### src/rtl/poly_pkg.sv
// Shared definitions for the polyphase combiner: default phase count,
// accumulator sizing and the combiner FSM state type.
package poly_pkg;

  localparam int NUM_PHASES_DEF = 4;

  typedef enum logic [0:0] {
    WAIT0 = 1'b0,
    ACCUM = 1'b1
  } comb_state_e;

  // Growth of clog2(phases) bits keeps the phase sum exact
  function automatic int acc_w(input int width_in, input int num_phases);
    return width_in + $clog2(num_phases);
  endfunction

endpackage

### src/rtl/poly_out_fifo.sv
// Output FIFO for combined samples; head entry is always presented on dout.
module poly_out_fifo #(
  parameter int WIDTH = 16,
  parameter int DEPTH = 4
) (
  input  logic                       clk,
  input  logic                       rst_n,
  input  logic                       push,
  input  logic [WIDTH-1:0]           din,
  input  logic                       pop,
  output logic [WIDTH-1:0]           dout,
  output logic                       full,
  output logic                       empty,
  output logic [$clog2(DEPTH):0]     count
);
  localparam int AW = $clog2(DEPTH);

  logic [DEPTH-1:0][WIDTH-1:0] r_mem;
  logic [AW-1:0]               r_wr;
  logic [AW-1:0]               r_rd;
  logic [AW:0]                 r_cnt;
  logic                        w_push;
  logic                        w_pop;

  assign full   = (r_cnt == (AW+1)'(DEPTH));
  assign empty  = (r_cnt == '0);
  assign count  = r_cnt;
  assign dout   = r_mem[r_rd];
  assign w_pop  = pop && !empty;
  // A pop in the same cycle frees the slot, so a full FIFO still accepts
  assign w_push = push && (!full || w_pop);

  always_ff @(posedge clk) begin
    if (!rst_n) begin
      r_mem <= '0;
      r_wr  <= '0;
      r_rd  <= '0;
      r_cnt <= '0;
    end else begin
      if (w_push) begin
        r_mem[r_wr] <= din;
        r_wr        <= r_wr + AW'(1);
      end
      if (w_pop) r_rd <= r_rd + AW'(1);
      if (w_push && !w_pop)      r_cnt <= r_cnt + (AW+1)'(1);
      else if (!w_push && w_pop) r_cnt <= r_cnt - (AW+1)'(1);
    end
  end

endmodule

### src/rtl/polyphase_combiner.sv
// Sums NUM_PHASES polyphase branch results into one output sample and queues
// it in an output FIFO. Define POLY_COMBINE_SAT_EN to saturate instead of wrap.
module polyphase_combiner
  import poly_pkg::*;
#(
  parameter int WIDTH_IN   = 18,
  parameter int WIDTH_OUT  = 16,
  parameter int NUM_PHASES = NUM_PHASES_DEF,
  parameter int FIFO_DEPTH = 4
) (
  input  logic                          clk_in,
  input  logic                          rst_n_in,
  input  logic                          strobe_dataIn,
  input  logic signed [WIDTH_IN-1:0]    dataIn,
  input  logic                          phase_sync,
  output logic signed [WIDTH_OUT-1:0]   dataOut,
  output logic                          valid_out,
  input  logic                          ready_in,
  output logic                          overflow,
  output logic [$clog2(NUM_PHASES)-1:0] phase_idx
);
  localparam int ACC_W = acc_w(WIDTH_IN, NUM_PHASES);
  localparam int PH_W  = $clog2(NUM_PHASES);
  localparam int CW    = $clog2(FIFO_DEPTH) + 1;

  comb_state_e                r_state;
  logic signed [ACC_W-1:0]    r_acc;
  logic [PH_W-1:0]            r_phase;
  logic                       r_ovf;

  logic signed [ACC_W-1:0]    w_din_ext;
  logic signed [ACC_W-1:0]    w_sum;
  logic [WIDTH_OUT-1:0]       w_conv;
  logic                       w_push;
  logic                       w_pop;
  logic                       w_full;
  logic                       w_empty;
  logic [CW-1:0]              w_count;
  logic [WIDTH_OUT-1:0]       w_dout;

  assign w_din_ext = {{(ACC_W-WIDTH_IN){dataIn[WIDTH_IN-1]}}, dataIn};
  assign w_sum     = r_acc + w_din_ext;

`ifdef POLY_COMBINE_SAT_EN
  localparam logic signed [ACC_W-1:0] SAT_MAX = ACC_W'((2**(WIDTH_OUT-1)) - 1);
  localparam logic signed [ACC_W-1:0] SAT_MIN = ~SAT_MAX;
  always_comb begin
    w_conv = w_sum[WIDTH_OUT-1:0];
    if (w_sum > SAT_MAX)      w_conv = SAT_MAX[WIDTH_OUT-1:0];
    else if (w_sum < SAT_MIN) w_conv = SAT_MIN[WIDTH_OUT-1:0];
  end
`else
  assign w_conv = w_sum[WIDTH_OUT-1:0];
`endif

  // Final phase of a group completes the sum; phase_sync always restarts
  assign w_push = strobe_dataIn && !phase_sync && (r_state == ACCUM) &&
                  (r_phase == PH_W'(NUM_PHASES-1));
  assign w_pop  = ready_in && !w_empty;

  always_ff @(posedge clk_in) begin
    if (!rst_n_in) begin
      r_state <= WAIT0;
      r_acc   <= '0;
      r_phase <= '0;
      r_ovf   <= 1'b0;
    end else begin
      if (strobe_dataIn) begin
        if (phase_sync || r_state == WAIT0) begin
          r_acc   <= w_din_ext;
          r_phase <= PH_W'(1);
          r_state <= ACCUM;
        end else if (w_push) begin
          r_acc   <= '0;
          r_phase <= '0;
          r_state <= WAIT0;
        end else begin
          r_acc   <= w_sum;
          r_phase <= r_phase + PH_W'(1);
        end
      end
      if (w_push && w_full && !w_pop) r_ovf <= 1'b1;
    end
  end

  poly_out_fifo #(
    .WIDTH (WIDTH_OUT),
    .DEPTH (FIFO_DEPTH)
  ) u_fifo (
    .clk   (clk_in),
    .rst_n (rst_n_in),
    .push  (w_push),
    .din   (w_conv),
    .pop   (w_pop),
    .dout  (w_dout),
    .full  (w_full),
    .empty (w_empty),
    .count (w_count)
  );

  assign dataOut   = w_dout;
  assign valid_out = (w_count != '0);
  assign overflow  = r_ovf;
  assign phase_idx = r_phase;

endmodule

### config.mk
export PLATFORM = sky130hd
export DESIGN_NAME = polyphase_combiner
export DESIGN_NICKNAME = d
export VERILOG_FILES = /design/src/rtl/poly_pkg.sv /design/src/rtl/poly_out_fifo.sv /design/src/rtl/polyphase_combiner.sv
export SDC_FILE = /design/constraint.sdc
export NUM_CORES = 1
export LEC_CHECK = 0
export ABC_AREA = 1
export CAP_MARGIN = 20
export CORE_MARGIN = 1
export CORE_UTILIZATION = 35
export CTS_BUF_LIST = sky130_fd_sc_hd__clkbuf_8
export CTS_CLUSTER_DIAMETER = 50
export DETAILED_ROUTE_END_ITERATION = 10
export GPL_TIMING_DRIVEN = 0
export HOLD_SLACK_MARGIN = 0.12
export PLACE_DENSITY_LB_ADDON = 0.3
export SETUP_SLACK_MARGIN = 0.4
export SLEW_MARGIN = 5
export SYNTH_ARGS = -nofsm -noshare
export SYNTH_HDL_FRONTEND = slang
export SYNTH_SLANG_ARGS = --single-unit
### constraint.sdc
create_clock -name clk_in -period 4.8 [get_ports clk_in]
set_input_delay 0.96 -clock clk_in [delete_from_list [all_inputs] [get_ports clk_in]]
set_output_delay 0.96 -clock clk_in [all_outputs]
set_load 0.02 [all_outputs]
Word level (Yosys, flattened, before mapping) --
Cells that the tools add are included.
Word-level totals: register bits after elaboration 95, output and inout bits 20, input bits 23
Operators by class: reductions and logical operators 24, bitwise operators 1, order comparisons 3, multiplexer cells 13, eq/ne operators 2, add/sub/neg operators 6
Operators by type and width (number):
- $bwmux W64 | 1
- $mux W20 | 2
- $bmux W16 S2 | 1
- $demux W16 S2 | 1
- $mux W16 | 2
- $add A20 B18 Y20 | 1
- $logic_and A1 B1 Y1 | 11
- $add A2 B1 Y2 const B | 3
- $logic_not A1 Y1 | 6
- $lt A2 B3 Y1 const B | 2
- $mux W3 | 2
- $mux W2 | 2
- $reduce_bool A2 Y1 | 2
- $add A3 B1 Y3 const B | 1
- $eq A3 B3 Y1 const B | 1
- $logic_not A3 Y1 | 1
- $reduce_bool A3 Y1 | 1
- $sub A3 B1 Y3 const B | 1
- $eq A2 B2 Y1 const B | 1
- $ge A2 B1 Y1 const B | 1
- $logic_or A1 B1 Y1 | 2
- $mux W1 | 2
- $reduce_and A2 Y1 | 1
- $not A1 Y1 | 1

Logic depth before layout (Yosys ltp) --
Gate-level depths: netlist of run 1.
depth in word-level cells 10, depth in mapped cells 13

By module --
A second synthesis of run 1 with hierarchy kept.
Second synthesis, totals: cells, all modules 943, area total of the unflattened synthesis 5836.8 µm²
By module, submodules not included:
- poly_out_fifo | sequential area each 1421.4 µm², instances 1, cells an instance 647, area each 4017.6 µm²
- polyphase_combiner | sequential area each 400.4 µm², instances 1, cells an instance 296, area each 1819.2 µm²

Worst setup path before layout of run 1 --
OpenSTA, ideal clock, no wires.
kind input-to-reg, start point input port strobe_dataIn, end point register u_fifo.r_cnt[2] (netlist: u_fifo.count[2]), setup time 0.122 ns, buffers on the path 1, data required time 4.678 ns, data arrival time 2.495 ns, path slack 2.183 ns, stages 12, cells stage by stage buf_4 -> nand2_4 -> nor2_8 -> nand2_8 -> inv_1 -> ha_1 -> inv_1 -> fa_1 -> a21oi_1 -> o21ai_0 -> o21ai_0 -> a21oi_1
Between the ends: word-level cells in the longest chain between the ends 7, elaborated cells on any way between the ends 9
Ends and longest elaborated chain:
- start: declaration | line polyphase_combiner.sv:13 | input logic strobe_dataIn,
- $logic_and A1 B1 Y1 (*) (3 in a row) | line polyphase_combiner.sv:57 | assign w_push = strobe_dataIn && !phase_sync && (r_state == ACCUM) &&
- $logic_and A1 B1 Y1 (*) | line poly_out_fifo.sv:31 | assign w_push = push && (!full || w_pop);
- via u_fifo.w_push | line poly_out_fifo.sv:22 | logic w_push;
- $logic_not A1 Y1 | line poly_out_fifo.sv:46 | else if (!w_push && w_pop) r_cnt <= r_cnt - (AW+1)'(1);
- $logic_and A1 B1 Y1 | line poly_out_fifo.sv:46
- $reduce_bool A2 Y1 (no line)
- end signal: assignment | line poly_out_fifo.sv:45 | if (w_push && !w_pop) r_cnt <= r_cnt + (AW+1)'(1);
- end signal: assignment | line poly_out_fifo.sv:46
- end: declaration | line poly_out_fifo.sv:21 | logic [AW:0] r_cnt;
The timed path passes the listed nets; every way through them passes the cells marked *. A chain may end at the register's enable or synchronous reset.

Worst setup path in the final report of run 1 --
start point register u_fifo.r_rd[1], end point output port dataOut[7]
Between the ends: word-level cells in the longest chain between the ends 2
Ends and longest elaborated chain:
- start: declaration | line poly_out_fifo.sv:20 | logic [AW-1:0] r_rd;
- start signal: assignment | line poly_out_fifo.sv:44 | if (w_pop) r_rd <= r_rd + AW'(1);
- $bmux W16 S2 | line poly_out_fifo.sv:28 | assign dout = r_mem[r_rd];
- $mux W16 (not written as such) | line poly_out_fifo.sv:28
- end: declaration | line polyphase_combiner.sv:16 | output logic signed [WIDTH_OUT-1:0] dataOut,
No other way between the ends. The select of a mux whose other input is x is not followed.

==> results of run 1 <==
final cells by class:
cell class | instances | area (µm²)
well taps | 180 | 225
fillers | 1513 | 8170
clock inverters | 6 | 40.0
inverters | 110 | 413
clock buffers | 9 | 124
repair buffers | 38 | 380
multi-input cells | 503 | 2740
plain buffers | 30 | 184
flip-flops and latches | 91 | 1820
sequential cells by signal, summed over array words and instances, names as in the netlist:
name	count
u_fifo.r_wr	2
r_acc	16
u_fifo.r_rd	2
overflow	1
phase_idx	2
r_state	1
u_fifo.count	3
u_fifo.r_mem	64
path summary, 6_finish.rpt:
kind	slack (ns)	endpoint	depth (start not counted)
worst min-delay path	0.50	u_fifo.r_mem[2]$_SDFFE_PN0P_	2
worst min register to register	0.50	u_fifo.r_mem[2]$_SDFFE_PN0P_	2
worst max-delay path	1.25	dataOut[7]	5
worst max register to register	2.59	r_acc[8]$_SDFFE_PN0P_	10
placed cells by master, fill, tap and decap left out, types with 2 or more instances in the layout:
cell type and n:
sky130_fd_sc_hd__nand2_1 127, sky130_fd_sc_hd__inv_1 107, sky130_fd_sc_hd__dfxtp_1 91, sky130_fd_sc_hd__o21ai_0 85
sky130_fd_sc_hd__nor2_1 79, sky130_fd_sc_hd__a21oi_1 52, sky130_fd_sc_hd__nand3_1 45, sky130_fd_sc_hd__clkdlybuf4s50_1 38
sky130_fd_sc_hd__o21a_1 24, sky130_fd_sc_hd__ha_1 21, sky130_fd_sc_hd__clkbuf_1 17, sky130_fd_sc_hd__o22ai_1 16
sky130_fd_sc_hd__o21bai_1 12, sky130_fd_sc_hd__clkbuf_8 9, sky130_fd_sc_hd__buf_6 7, sky130_fd_sc_hd__o211ai_1 7
sky130_fd_sc_hd__nor2_8 5, sky130_fd_sc_hd__xor2_1 5, sky130_fd_sc_hd__o21ai_1 5, sky130_fd_sc_hd__buf_1 3
sky130_fd_sc_hd__nor3_1 3, sky130_fd_sc_hd__clkinv_2 3, sky130_fd_sc_hd__nor2_4 2, sky130_fd_sc_hd__buf_4 2
sky130_fd_sc_hd__xnor2_1 2, sky130_fd_sc_hd__clkinv_1 2, sky130_fd_sc_hd__nand4_1 2, sky130_fd_sc_hd__fa_1 2
sky130_fd_sc_hd__inv_6 2
per-layer routing:
metal / vias to the layer above / wire length [µm] / GRT usage
li1: 2485 / - / -
met1: 2122 / 6770 / 0.267
met2: 108 / 6330 / 0.318
met3: 16 / 680 / 0.0258
met4: 0 / 254 / 0.0730
met5: - / 0 / 0
power groups by stage:
stage | registers (mW) | logic [mW] | clock network [mW]
after floorplan | 0.821 | 0.470 | 0
after global placement | 0.825 | 0.781 | 0
after detailed placement | 0.826 | 0.782 | 0
after CTS | 0.809 | 0.785 | 0.493
after global routing | 0.814 | 0.859 | 0.521
final | 0.809 | 0.779 | 0.488
kinds of logic after synthesis:
group / after synthesis / share of synthesized area
AOI/OAI and AO/OA: 204 / 0.226
xor gates and xnor gates: 7 / 0.0119
adders and majority gates: 23 / 0.0588
buffers and inverters: 140 / 0.116
DFF: 91 / 0.353
and+or+nand+nor: 269 / 0.235
tightest hold or removal path, delay by kind of cell, from the launching register on:
kind	cells	cell delay, ns
DFF	1	0.34
AOI/OAI and AO/OA	1	0.05
and+or+nand+nor	1	0.08
==> flow_results.org, run 1 <==
** Final layout
- Fraction of final layout cells sized beyond drive strength 1 :: 0.0496
- Layout net count :: 829
- Once layout is complete, the utilization of the core stands at 0.420.
- The number of antenna diodes in the final layout is 0.
- The finished cells cover 5920 µm².
- The area growth from synthesis to layout is 14.9%.
- Number of non-filler instances in the completed layout :: 967

** Synthesis
- The Yosys step of the flow raised 0 warnings.
- In the synthesized netlist the dominant register cell turns out to be sky130_fd_sc_hd__dfxtp_1.
- Top cells by count, synth :: sky130_fd_sc_hd__nand2_1 (127), sky130_fd_sc_hd__inv_1 (107), sky130_fd_sc_hd__dfxtp_1 (91)
- In this run the cell area of the synthesized design comes to 5150 µm².
- Of the synthesized area, sequential elements account for 0.353.
- Synthesis inferred 91 register bits.
- By area the synthesized netlist is led by sky130_fd_sc_hd__dfxtp_1 (35%), sky130_fd_sc_hd__nand2_1 (9.2%), sky130_fd_sc_hd__o21ai_0 (8.3%).
- The biggest area contributor in the post-synthesis netlist is sky130_fd_sc_hd__dfxtp_1.
- Yosys mapped the design onto 36 distinct sky130hd cell types.
- Among all cell types in the netlist, the one instantiated most often is sky130_fd_sc_hd__nand2_1.
- Yosys top cell area share :: 0.353
- Share of synthesized flip-flops with an asynchronous set or reset :: 0
- Counting every instance in the synthesized netlist gives 734.
- In this run the mean area of a mapped cell was 7.02 µm².
- Total nets after synthesis :: 780
- The synthesized design contains 0 enable-type register cells.

** STA
- The worst pin sits at a relative slew slack of 0.542.
- Worst setup skew after layout :: 0.0151 ns
- For the pin with the worst max-slew slack, the measured transition is 0.686 ns.
- The count of final hold-check violations was 0.
- The final count of pins violating max slew was 0.
- Achievable Freq :: 282 MHz
- The routed design could run at a clock period as short as 3.55 ns.
- For the final routed database, the setup TNS stands at 0 ns.
- The worst path meets setup with 1.25 ns of slack.
- Setup repair after global routing missed its margin :: no
- In the finished design, the share of the clock period the worst path needs comes to 0.739.
- Final hold analysis gives a worst-case slack of 0.497 ns.
- Endpoints failing setup :: 0

** CTS
- Longest Clk Path Bufs :: 2
- Counting the buffers created by CTS gives 9.
- Clock sink count :: 91
- Root buffer cell :: sky130_fd_sc_hd__clkbuf_8
- The H-tree was split into 3 levels.
- CTS Hold Bufs :: 0
- Clock tree from TritonCTS :: done
- Post-CTS timing repair inserted 0 buffers for setup.
- Latest clock arrival within the worst-skew pair :: 0.38 ns
- Clock-pin slew reported for the worst setup and hold paths after clock tree synthesis :: 0.10 ns
- Once the clock tree was built, the resizer swapped 0 gates to a different size.

** Critical path
- The most critical setup path has its startpoint at u_fifo.r_rd[1]$_SDFFE_PN0P_.
- STA classifies the critical path endpoint as a primary output.
- Walking the worst path, the cells encountered are inv_1 > clkbuf_1 > o21ai_0 > o22ai_1 > clkdlybuf4s50_1.
- For the worst setup path, the data required time is 3.84 ns.
- STA classifies the critical path startpoint as a flip-flop.
- Critical path type :: reg -> out
- Biggest cell delay along the critical path :: 0.66 ns
- Together, buffers and inverters on the worst path number 3.
- Crit Path Max Fanout :: 10
- The worst register-to-register path begins at r_acc[0]$_SDFFE_PN0P_.
- Worst endpoint data arrival time :: 2.59 ns
- Slowest cell on the critical path :: sky130_fd_sc_hd__clkdlybuf4s50_1
- Top Family by Delay on Critical Path :: buffers and inverters

** GRT
- GR Overflow Total :: 0
- Pin count of the biggest net entering global routing :: 16
- The first global-routing pass estimated 22.8 mm of wire.
- The via count of the first global-routing pass was 4438.
- Total routing resource utilization after global routing :: 0.197
- The initial antenna violation count is 0.

** Floorplanning
- Die area :: 15200 µm²
- The region available for standard cell placement spans 14100 µm².
- Top-level I/O count :: 43
- Die Span X :: 123 µm
- Y dimension of the die :: 123 µm
- For this configuration, the core starts out at a cell density of 0.366.
- The floorplan has 43 rows.

** Power and ir drop
- In this run the static leakage power is 2.93 nW.
- The internal power of the cells totals 1.25 mW.
- Reg power frac :: 0.390
- Overall power of the completed layout :: 2.08 mW
- NetSw :: 0.822 mW
- Largest voltage drop on the vdd net :: 0.000271 V
- Cell Pwr Density :: 350 nW/µm²
- Proportion of power drawn by combinational gates :: 0.375
- Of the total power, the share spent switching nets is 0.396.
- Clock power frac :: 0.235

** Job
- Max_cap viols :: 0

** Detailed routing
- After detailed routing, the total wire length is 14.0 mm.
- DRT iter0 DRCs :: 318
- After detailed routing, the number of vias per cell comes to 4.89.
- Vias after detailed routing :: 4731
- The first TritonRoute pass finished after 5 iterations.
- DRC errors left :: 0
- Average detailed-routed wire length per instance :: 14.5 µm
- In this run the remaining antenna-violating nets after routing total 0.

** Run status
- Result of the run :: complete, no violations

** Placed design
- Pre-CTS worst setup slack :: 1.47 ns
- The number of placed instances, taps included, is 952.
- Weighted congestion reported at the end of routability-driven placement :: 0.832
- Cell area after placement :: 5760 µm²
- Port buffering added 38 buffers.
- DPL Wire Length :: 10.3 mm

** Worst hold path
- The worst hold path begins at u_fifo.r_mem[2]$_SDFFE_PN0P_.
- The min-delay analysis places its worst path in the category reg -> reg.
(Power assumes the default switching activity.)
==> inputs of run 2 (changes only) <==
Clock period 4.8 ns to 3.5 ns, I/O delays scaled along.
==> flow_results.org, run 2 (synthesis results as in run 1) <==
** Detailed routing
- Total length of routed met3 wires :: 692 µm (+1.8%)
- Detailed-route wire length on metal 1 :: 6.86 mm (+1.4%)
- Metal2 WL :: 6.24 mm (-1.4%)
- DRC errors left :: 0 (unchanged)
- The number of detailed-routing iterations run before antenna repair is 5 (unchanged).
- Routed via count divided by cell count :: 4.90 (+0.11%)
- The antenna violation net count after detailed routing was 0 (unchanged).
- The final wirelength came to 14.0 mm (about the same).
- Routed signal wires occupy layers up through met4.
- The starting DRC count in detailed routing came to 334 (+5.0%).
- Vias after detailed routing :: 4736 (+0.11%)
- The wire length per cell after detailed routing came to 14.5 µm (about the same).

** Final layout
- Register bank with the most flops :: u_fifo.r_mem
- The share of cells above drive strength 1 is 0.0597 (+0.0102).
- The post-layout net count was 829 (unchanged).
- The multi-input gate area in the final layout came to 2740 µm² (unchanged).
- Most used cells in the layout excluding fill and tap cells :: sky130_fd_sc_hd__nand2_1 (127), sky130_fd_sc_hd__inv_1 (106), sky130_fd_sc_hd__dfxtp_1 (91)
- Max reg flops :: 64 (unchanged)
- Storage cell area :: 1820 µm² (unchanged)
- The number of antenna cells inserted was 0 (unchanged).
- The total of fill cells in the finished design was 1510 (-0.20%).
- The non-filler instance count after layout is 967 (unchanged).
- Most common library cell in the layout ignoring fill and taps :: sky130_fd_sc_hd__nand2_1
- Relative to the synthesized area, the layout overhead comes to 15.1%.

** STA
- The clock skew came to 0.0158 ns (+0.000754 ns).
- The routed design could run at a clock period as short as 3.01 ns.
- Final worst-path cycle share :: 0.860
- Post-Route Setup TNS :: 0 ns (unchanged)
- The count of final hold-check violations came to 0 (unchanged).
- Worst-Margin Slew :: 0.594 ns (-0.0925 ns)
- The setup violation total in the final timing report is 0 (unchanged).
- Number of max-slew violations in the final report :: 0 (unchanged)
- Setup repair after global routing missed its margin :: no
- The worst relative slew slack came to 0.601 (+0.0588).
- Achievable Freq :: 332 MHz

** CTS
- Num CTS Buffers :: 9 (unchanged)
- Root buffer cell :: sky130_fd_sc_hd__clkbuf_8
- CTS HTree Levels :: 3 (unchanged)
- Longest Clk Path Bufs :: 2 (unchanged)
- The buffer count from post-CTS setup fixing is 0 (unchanged).
- Clock-pin slew reported for the worst setup and hold paths after clock tree synthesis :: 0.10 ns (about the same)
- The clock latency reported for the late side of the worst-skew pair is 0.38 ns (about the same).
- Clock tree from TritonCTS :: done
- Clock sink count :: 91 (unchanged)

** Power and ir drop
- The overall power after layout was 2.85 mW (+38%).
- The power per unit of standard cell area was 481 nW/µm² (+37%).
- The reported leakage power came to 2.95 nW (+0.67%).
- Largest voltage drop on the vdd net :: 0.000375 V (+38%)

** Critical path
- The worst setup path is captured at a primary output.
- Crit Path Max Fanout :: 10 (unchanged)
- Biggest cell delay along the critical path :: 0.66 ns (about the same)
- Worst endpoint data arrival time :: 2.31 ns (-0.28 ns)
- Traced cell by cell, the critical path runs through inv_2 > clkbuf_2 > o21ai_0 > o22ai_1 > clkdlybuf4s50_1.
- The largest individual stage delay along the critical path comes from the cell sky130_fd_sc_hd__clkdlybuf4s50_1.
- STA classifies the critical path startpoint as a flip-flop.
- Data required time of the worst path :: 2.80 ns (-1.04 ns)
- The worst setup path is of the reg -> out kind.

** Floorplanning
- Y dimension of the die :: 123 µm (unchanged)
- The floorplan row count came to 43 (unchanged).
- Top-level I/O count :: 43 (unchanged)
- The total die area was 15200 µm² (unchanged).
- Starting density of the core :: 0.366 (unchanged)
- Floorplan Core Area :: 14100 µm² (unchanged)
- Die Span X :: 123 µm (unchanged)

** Worst hold path
- In this run the worst hold path is classified as reg -> reg.

** Placed design
- The number of placed cells counting well taps came to 952 (unchanged).
- The final RePlAce weighted congestion is 0.832 (unchanged).
- DPL Wire Length :: 10.3 mm (unchanged)
- The quantity of I/O buffers inserted on ports was 38 (unchanged).

** GRT
- GR Overflow Total :: 0 (unchanged)
- The initial antenna violation count came to 0 (unchanged).
- The pin count of the biggest net entering global routing came to 16 (unchanged).
- The wire length of the first global-routing pass is 22.8 mm (unchanged).
- The via count of the first global-routing pass was 4437 (-0.023%).
- The aggregate global-route resource usage was 0.197 (unchanged).

** Run status
- Result of the run :: complete, no violations

** Job
- Max_cap viols :: 0 (unchanged)
## run 2: through the flow
| step | hold slack [ns] | cell area (µm²) | util | setup slack, ns |
|---|---|---|---|---|
| after global placement | 0.466 | 5760 | 0.409 | 0.441 |
| after global routing | 0.527 | 5930 | 0.421 | 0.406 |
| after detailed placement | 0.465 | 5760 | 0.409 | 0.430 |
| final | 0.497 | 5930 | 0.421 | 0.490 |
| after CTS | 0.496 | 5930 | 0.421 | 0.415 |
| after floorplan | 0.448 | 5150 | - | 1.14 |
## run 2: worst paths after layout
kind                                      from  slack [ns]  cells after the start                            to
setup / recovery   u_fifo.r_rd[1]$_SDFFE_PN0P_        0.49                      5                    dataOut[7]
hold / removal    u_fifo.r_mem[2]$_SDFFE_PN0P_        0.50                      2  u_fifo.r_mem[2]$_SDFFE_PN0P_
setup reg to reg         r_acc[0]$_SDFFE_PN0P_        1.29                     10         r_acc[8]$_SDFFE_PN0P_
hold reg to reg   u_fifo.r_mem[2]$_SDFFE_PN0P_        0.50                      2  u_fifo.r_mem[2]$_SDFFE_PN0P_
## run 2: critical path, delay by kind of cell (launching register included)
family	cells	cell delay (ns)
buffers and inverters	3	1.13
flip-flops	1	0.42
AO/OA/AOI/OAI	2	0.37
## run 2: power breakdown
group	internal [mW]	leakage [nW]	total, mW	switching (mW)
Combinational	0.395	2.13	1.07	0.680
Clock	0.256	0.0856	0.669	0.413
Sequential	1.07	0.738	1.11	0.0359
## run 2: layout make-up
type | count | share of cell area
Buffer | 30 | 0.0325
Sequential cell | 91 | 0.307
Inverter | 110 | 0.0696
Tap cell | 180 | 0.0380
Multi-Input combinational cell | 503 | 0.461
Clock buffer | 9 | 0.0209
Clock inverter | 6 | 0.00675
Timing Repair Buffer | 38 | 0.0641
## run 2: what timing repair did
item	in CTS	in global routing
hold buffers	0	0
gates resized for setup	5	5
setup endpoints to repair	12	10
## run 2: metal layers
metal	track usage	vias up
li1	-	2490
met1	0.268	2116
met2	0.318	116
met3	0.0258	14
met4	0.0730	0
met5	0	-
==> patch, RTL diff (config.mk and constraints of run 2) <==
Reset style: asynchronous (`rst_n` and `rst_n_in`), changed in 2 clocked blocks.
--- a/src/rtl/poly_out_fifo.sv
+++ b/src/rtl/poly_out_fifo.sv
@@ -30,7 +30,7 @@
   // A pop in the same cycle frees the slot, so a full FIFO still accepts
   assign w_push = push && (!full || w_pop);
 
-  always_ff @(posedge clk) begin
+  always_ff @(posedge clk or negedge rst_n) begin
     if (!rst_n) begin
       r_mem <= '0;
       r_wr  <= '0;
--- a/src/rtl/polyphase_combiner.sv
+++ b/src/rtl/polyphase_combiner.sv
@@ -58,7 +58,7 @@
                   (r_phase == PH_W'(NUM_PHASES-1));
   assign w_pop  = ready_in && !w_empty;
 
-  always_ff @(posedge clk_in) begin
+  always_ff @(posedge clk_in or negedge rst_n_in) begin
     if (!rst_n_in) begin
       r_state <= WAIT0;
       r_acc   <= '0;
Check against the original RTL: differs if rst_n_in is asserted again (counterexample within 4 cycles, from zero or initial values and one cycle with rst_n_in low); with rst_n_in held inactive, the same outputs for 4 cycles.
==> patch against run 2 <==
Sequential cell count unchanged. Wire length down 4.1%. Area after synthesis increased by 0.29%. Setup slack gained 17 ps. Via count is 5.7% lower. Global-route usage down 0.37 points. Worst hold slack got worse by 260 ps. Design area is 1.9% higher. Highest routed layer unchanged.
Power is not compared: it rests on default switching activity, and its combinational part moved more than twofold at a synthesized area within 25%.
==> patch: results (changes against run 2) <==
[yosys]
syn-num-nets=714  ; -8.5%
netlist_top_cells_count=nand2_1, dfrtp_1, nor2_1
async_flop_share_pct=100.0  ; +100 points
ys_seq_area_share_pct=44.06  ; +8.7 points
ys_top_cells_by_area=dfrtp_1, nand2_1, ha_1, nor2_1, a21oi_1
yosysUniqueCellTypes=38  ; +5.6%
synth-main-ff-cell=dfrtp_1

[worst_hold_path]
worstHoldPathType=primary input to asynchronous set/reset pin

[routing]
wire_per_inst_um=14.81  ; +2.0%
drtIter0Drc=269  ; -19%
via_count=4466  ; -5.7%

[critical_path]
crit_arrival_ps=2290  ; -20 ps
slowest_delay_ps=630  ; -30 ps

[placement]
place_inst=893  ; -6.2%
place.gp.congestion=0.8488  ; +2.1%
hpwl_mm=9.750  ; -5.3%
place_ws_ps=450.4  ; +20.40 ps
placed_area_mm2=0.005824  ; +1.1%
port_buffers=40  ; +5.3%

[layout]
layout-drive-gt1-share_pct=8.414  ; +2.4 points
layoutNonFillerInstCount=909  ; -6.0%
final_nets=766  ; -7.6%

[grt]
grt_max_degree=63  ; +47
grt_pass1_vias=4445  ; +0.18%
grt_use_total_pct=19.35  ; -0.37 points
grt_pass1_wl_mm=22.17  ; -2.7%

[power]
power.leakage_nw=3.144

[timing]
tightest_slew_ps=528.0  ; -65.98 ps
finClkSkew_ps=17.25  ; +1.409 ps

[clock_network]
path_clk_slew_ps=100  ; about the same
cts-buffers-inserted=9  ; unchanged

[status]
status=completed

==> patch: layer usage <==
metal | up-vias | global-route usage (%) | part of all wire [%]
met1 | 2130 | 25.23 | 48
met3 | 9 | 3.921 | 4.4
met4 | 0 | 3.539 | 0.67
li1 | 2239 | - | -
met2 | 88 | 33.28 | 47
met5 | - | 0 | 0
==> patch: repair_timing <==
item,in CTS,in global routing
gates resized for setup,7,9
pin swaps,0,0
endpoints found under the setup margin,16,11
hold endpoints to repair,0,0
==> patch: cells by family (layout without fill, tap and decap cells) <==
| family | count (synthesis) | in the layout | synth area share, % |
|---|---|---|---|
| adder cells (fa/ha/maj) | 23 | 23 | 5.858 |
| flip-flops | 91 | 91 | 44.06 |
| XOR/XNOR | 9 | 9 | 1.525 |
| AND/OR/NAND/NOR | 357 | 357 | 28.66 |
| buffers and inverters | 76 | 133 | 8.279 |
| multiplexers | 1 | 1 | 0.2178 |
| AO/OA/AOI/OAI | 111 | 111 | 11.40 |
==> patch: worst paths after layout <==
check | from | endpoint | slack (ps)
setup reg to reg | u_fifo.count[0] | u_fifo.count[1] | 1140
setup / recovery | u_fifo.r_rd[1] | dataOut[12] | 510
max in group asynchronous | rst_n_in | r_acc[4] | 2600
min in group clk_in | u_fifo.r_mem[19] | u_fifo.r_mem[19] | 480
hold / removal | rst_n_in | u_fifo.count[1] | 240
hold reg to reg | u_fifo.r_mem[19] | u_fifo.r_mem[19] | 480
==> patch: cell type report <==
cell class | instances | area [um2] | area share (%)
multi-input combinational | 501 | 2464 | 40.76
sequential | 91 | 2277 | 37.67
timing repair buffer | 41 | 435.4 | 7.203
tap | 184 | 230.2 | 3.809
buffer | 26 | 225.2 | 3.726
inverter | 50 | 215.2 | 3.560
clock buffer | 9 | 123.9 | 2.049
clock inverter | 7 | 73.82 | 1.221
==> patch: report_power, final <==
part           switching (mW)  total, mW  leakage, nW  internal (mW)
sequential              0.221       1.63         1.16           1.41
combinational            1.37       2.27         1.89          0.904
clock                   0.415      0.751        0.100          0.335
total                    2.01       4.66         3.14           2.65
